**config.mk**
```make
export PLATFORM = sky130hd
export DESIGN_NAME = task_issue_queue
export DESIGN_NICKNAME = d
export VERILOG_FILES = /design/src/rtl/task_issue_queue.sv
export SDC_FILE = /design/constraint.sdc
export NUM_CORES = 1
export LEC_CHECK = 0
export BUFFER_PORTS_ARGS = -buffer_cell sky130_fd_sc_hd__buf_2
export CORE_MARGIN = 4
export CORE_UTILIZATION = 50
export CTS_CLUSTER_SIZE = 24
export DETAILED_ROUTE_END_ITERATION = 10
export HOLD_SLACK_MARGIN = 0.03
export PLACE_DENSITY = 0.71
export SLEW_MARGIN = 20
export SYNTH_ARGS = -nofsm -noshare
export SYNTH_HDL_FRONTEND = slang
export SYNTH_SLANG_ARGS = --single-unit
```
**constraint.sdc**
```tcl
create_clock -name clk -period 3 [get_ports clk]
set_input_delay 0.45 -clock clk [delete_from_list [all_inputs] [get_ports clk]]
set_output_delay 0.45 -clock clk [all_outputs]
set_load 0.005 [all_outputs]
```
**src/rtl/task_issue_queue.sv**
```systemverilog
// task_issue_queue: buffers commands and issues them one at a time to a toggle task/ack crossing.
module task_issue_queue #(
    parameter int DATA_WIDTH = 32,
    parameter int DEPTH_LOG2 = 2,
    parameter int TIMEOUT_WIDTH = 16,
    parameter logic [TIMEOUT_WIDTH-1:0] TIMEOUT_CYCLES = 16'hFFFF
) (
    input  logic                  clk,
    input  logic                  rst,
    input  logic                  cmd_valid,
    output logic                  cmd_ready,
    input  logic [DATA_WIDTH-1:0] cmd_data,
    output logic                  task_start,
    output logic [DATA_WIDTH-1:0] task_data,
    input  logic                  task_busy,
    input  logic                  task_done,
    output logic                  rsp_valid,
    output logic [DATA_WIDTH-1:0] rsp_data,
    output logic                  timeout_err,
    input  logic                  err_clear,
    output logic [DEPTH_LOG2:0]   pending,
    output logic                  idle
);
    localparam int Depth = 1 << DEPTH_LOG2;

    typedef enum logic [1:0] {IDLE, ISSUE, WAIT_DONE} state_t;

    state_t                   state, stateNext;
    logic [DATA_WIDTH-1:0]    mem [Depth];
    logic [DEPTH_LOG2-1:0]    wrPtr, rdPtr;
    logic [DEPTH_LOG2:0]      pendingQ;
    logic [TIMEOUT_WIDTH-1:0] watchdog, wdNext;
    logic                     push, pop, retire, timeoutHit;

    // Full exactly when the pending count reaches Depth, i.e. its MSB is set.
    assign cmd_ready  = ~pendingQ[DEPTH_LOG2];
    assign push       = cmd_valid & cmd_ready;
    assign pop        = (state == IDLE) && (pendingQ != '0) && !task_busy;
    assign retire     = (state == WAIT_DONE) && task_done;
    assign wdNext     = (watchdog == '1) ? watchdog : watchdog + TIMEOUT_WIDTH'(1);
    assign timeoutHit = (TIMEOUT_CYCLES != '0) && (state == WAIT_DONE) && !task_done
                        && (wdNext == TIMEOUT_CYCLES);
    assign task_start = (state == ISSUE);
    assign idle       = (state == IDLE) && (pendingQ == '0);
    assign pending    = pendingQ;

    always_comb begin
        stateNext = state;
        case (state)
            IDLE:      stateNext = pop ? ISSUE : IDLE;
            ISSUE:     stateNext = WAIT_DONE;
            WAIT_DONE: stateNext = task_done ? IDLE : WAIT_DONE;
            default:   stateNext = IDLE;
        endcase
    end

    always_ff @(posedge clk) begin
        if (push) mem[wrPtr] <= cmd_data;
    end

    always_ff @(posedge clk or posedge rst) begin
        if (rst) begin
            state       <= IDLE;
            wrPtr       <= '0;
            rdPtr       <= '0;
            pendingQ    <= '0;
            task_data   <= '0;
            rsp_valid   <= 1'b0;
            rsp_data    <= '0;
            timeout_err <= 1'b0;
            watchdog    <= '0;
        end else begin
            state <= stateNext;
            if (push) wrPtr <= wrPtr + DEPTH_LOG2'(1);
            if (pop) begin
                rdPtr     <= rdPtr + DEPTH_LOG2'(1);
                task_data <= mem[rdPtr];
            end
            if (push && !pop) pendingQ <= pendingQ + (DEPTH_LOG2+1)'(1);
            else if (pop && !push) pendingQ <= pendingQ - (DEPTH_LOG2+1)'(1);
            rsp_valid <= retire;
            if (retire) rsp_data <= task_data;
            if (state == ISSUE) watchdog <= '0;
            else if (state == WAIT_DONE && !task_done) watchdog <= wdNext;
            // The crossing cannot abort, so a timeout only flags; set wins over clear.
            if (timeoutHit) timeout_err <= 1'b1;
            else if (err_clear) timeout_err <= 1'b0;
        end
    end
endmodule
```
==> impl_metrics.sql <==
INSERT INTO impl_metrics (metric_group, metric, value, unit) VALUES
('flow_run', 'maxCapViolCount', '0', ''),
('timing', 'relSlewSlack', '42.63', '%'),
('synth', 'yosysTopAreaCell', 'sky130_fd_sc_hd__edfxtp_1', ''),
('global_routing', 'grt_pass1_wl', '29440', 'um'),
('global_routing', 'grtUsageMet1', '25.55', '%'),
('synth', 'synthesis.instances', '559', ''),
('synth', 'ys_seq_area_share', '70.40', '%'),
('synth', 'async_reset_ff_share', '41.55', '%'),
('timing', 'layout_min_cycle_time', '2577', 'ps'),
('die', 'design.core.area', '16820', 'um^2'),
('timing', 'layout_worst_path_cycle_share', '85.90', '%'),
('die', 'num_rows', '47', ''),
('global_routing', 'pin_count_of_the_biggest_net_entering_global_routing', '53', ''),
('critical_path', 'r2r-start', 'watchdog[0]', ''),
('routing', 'post-route-drc-count', '0', ''),
('critical_path', 'critPathLaunch', 'watchdog[0]', ''),
('cts', 'clockBufferDepth', '3', ''),
('placement', 'port_bufs', '109', ''),
('synth', 'synth_fp_nets', '604', ''),
('final_layout', 'layout.cell_area.non_filler', '10320', 'um^2'),
('power_and_ir_drop', 'cellLeakagePower', '4.135', 'nW'),
('timing', 'fin_hold_ws', '88.80', 'ps'),
('final_layout', 'area.sequential', '6123', 'um^2'),
('placement', 'routability_driven_placement_congestion_ratio', '0.8457', ''),
('cts', 'cts_clock_pin_slew_for_the_worst_setup_and_hold_paths', '60', 'ps'),
('critical_path', 'timing.critical_path.required', '3380', 'ps'),
('critical_path', 'rr_worst_depth', '6', ''),
('timing', 'grt_setup_unrepaired', 'false', ''),
('critical_path', 'crit-reg2reg-capture', 'timeout_err', ''),
('global_routing', 'grt_overflow', '0', ''),
('cts', 'insertion_delay', '500', 'ps'),
('timing', 'setup-tns-final', '0', 'ps'),
('cts', 'cts.htree.levels', '1', ''),
('routing', 'drt.antenna.violating_nets', '0', ''),
('final_layout', 'finish.net_count', '724', ''),
('power_and_ir_drop', 'vdd_drop_max', '0.0005004', 'V'),
('final_layout', 'synthToLayoutAreaGrowth', '18.66', '%'),
('critical_path', 'r2r_slack', '420', 'ps'),
('global_routing', 'grt_antenna_before_repair', '1', ''),
('synth', 'dominant_cells_by_area_after_synthesis', 'sky130_fd_sc_hd__edfxtp_1 44%, sky130_fd_sc_hd__dfrtp_1 26%, sky130_fd_sc_hd__mux4_2 8.3%', ''),
('synth', 'ys.flop_type', 'sky130_fd_sc_hd__edfxtp_1', ''),
('final_layout', 'layout.cells.non_filler', '915', ''),
('synth', 'synthesis.area_per_instance', '15.55', 'um^2'),
('placement', 'dp.cells', '874', ''),
('routing', 'finalWirelength', '18440', 'um'),
('outcome', 'outcome', 'finished clean', ''),
('die', 'die_width', '139.9', 'um'),
('critical_path', 'worstPathArrival', '2960', 'ps'),
('timing', 'report.final.hold_viol_count', '0', ''),
('final_layout', 'antennaDiodeCount', '0', ''),
('cts', 'cts.repair.resized', '0', ''),
('die', 'pin_count', '110', ''),
('timing', 'tightestPinTransition', '860.5', 'ps'),
('die', 'design.die.area', '19560', 'um^2'),
('cts', 'cts_tree', 'built', ''),
('global_routing', 'gr-usage-met2', '32.11', '%'),
('synth', 'synth.distinct_cells', '50', ''),
('timing', 'timing.final.max_slew_violations', '0', ''),
('synth', 'synth-edff-count', '128', ''),
('routing', 'drt_first_iter_violations', '272', ''),
('power_and_ir_drop', 'power-per-cell-area', '949.5', 'nW/um^2'),
('synth', 'yosys_warnings', '0', ''),
('die', 'chipHeight', '139.9', 'um'),
('critical_path', 'crit_path_max_fanout', '15', ''),
('synth', 'synth.ff_latch_count', '219', ''),
('global_routing', 'globalRouteMet3Util', '4.666', '%'),
('cts', 'setup_buffers_after_cts', '0', ''),
('timing', 'finClkSkew', '20.56', 'ps'),
('routing', 'post_drt_wl_per_cell', '20.15', 'um'),
('critical_path', 'cp-end-kind', 'flop', ''),
('final_layout', 'multi_input_comb_area', '2414', 'um^2');
## cell type report
cell class,instances,area share [%]
Clock buffer,31,6.161
Clock inverter,10,1.091
Inverter,13,0.4972
Multi-Input combinational cell,300,23.39
Sequential cell,219,59.35
Tap cell,220,2.668
Timing Repair Buffer,122,6.840
## critical path, cell delays in order, from the launching register on
cell and delay, ps:
sky130_fd_sc_hd__dfrtp_1 440, sky130_fd_sc_hd__ha_1 460, sky130_fd_sc_hd__nand4_1 400, sky130_fd_sc_hd__or4_4 660, sky130_fd_sc_hd__nand4_2 170, sky130_fd_sc_hd__xnor2_1 80
sky130_fd_sc_hd__a41o_1 240
## placed cells by master, fill, tap and decap left out, types with 9 or more instances in the layout
master / Yosys / final
sky130_fd_sc_hd__clkbuf_16: 0 / 23
sky130_fd_sc_hd__nand3_1: 9 / 9
sky130_fd_sc_hd__edfxtp_1: 128 / 128
sky130_fd_sc_hd__mux4_2: 32 / 32
sky130_fd_sc_hd__mux2_2: 32 / 32
sky130_fd_sc_hd__nand2_1: 113 / 113
sky130_fd_sc_hd__o21ai_0: 12 / 12
sky130_fd_sc_hd__dfrtp_1: 91 / 89
sky130_fd_sc_hd__inv_1: 10 / 9
sky130_fd_sc_hd__buf_2: 7 / 109
## Yosys cell counts, types with 6 or more instances
library cell / number
sky130_fd_sc_hd__a21oi_1: 6
sky130_fd_sc_hd__a31oi_1: 8
sky130_fd_sc_hd__and2_1: 6
sky130_fd_sc_hd__buf_2: 7
sky130_fd_sc_hd__clkbuf_1: 15
sky130_fd_sc_hd__dfrtp_1: 91
sky130_fd_sc_hd__edfxtp_1: 128
sky130_fd_sc_hd__ha_1: 6
sky130_fd_sc_hd__inv_1: 10
sky130_fd_sc_hd__mux2_2: 32
sky130_fd_sc_hd__mux4_2: 32
sky130_fd_sc_hd__nand2_1: 113
sky130_fd_sc_hd__nand3_1: 9
sky130_fd_sc_hd__nand4_1: 6
sky130_fd_sc_hd__nor4_1: 6
sky130_fd_sc_hd__o21ai_0: 12
sky130_fd_sc_hd__o21ai_1: 7
sky130_fd_sc_hd__xnor2_1: 6
## report_power, final
part / internal, mW / switching (mW)
combinational: 1.34 / 1.19
sequential: 3.96 / 0.548
clock: 1.66 / 1.11
## flip-flops by register name, indices dropped and copies added, names as in the netlist, 2 cells and up
signal and count:
mem 128, rsp_data 32, task_data 32, watchdog 16, pending 3, rdPtr 2, state 2, wrPtr 2
## how the worst max path moves through the flow
stage | to | cells after the start
CTS | timeout_err | 6
floorplan | pending[0] | 1
finish | timeout_err | 6
global placement | timeout_err | 6
global route | timeout_err | 6
detailed placement | timeout_err | 6
## logic make-up after synthesis
| logic type | after synthesis | share of synthesized area, % |
|---|---|---|
| DFF | 219 | 70.40 |
| and+or+nand+nor | 168 | 9.311 |
| muxes | 66 | 12.66 |
| AOI/OAI and AO/OA | 52 | 3.828 |
| buffers and inverters | 40 | 2.000 |
| xor gates and xnor gates | 7 | 0.7052 |
| adders and majority gates | 7 | 1.094 |
## per-stage QoR
stage / utilization (%) / power (mW)
finish: 61.35 / 9.797
global route: 61.35 / 10.37
CTS: 61.35 / 9.943
detailed placement: 56.90 / 7.160
global placement: 56.90 / 7.030
floorplan: - / 6.035
## routing by layer
layer | up-vias | routed length, um
met2 | 141 | 9186
li1 | 2330 | -
met3 | 22 | 1253
met5 | - | 13
met1 | 2603 | 7756
met4 | 2 | 230
Note: power is estimated with default switching activity, not from simulation.
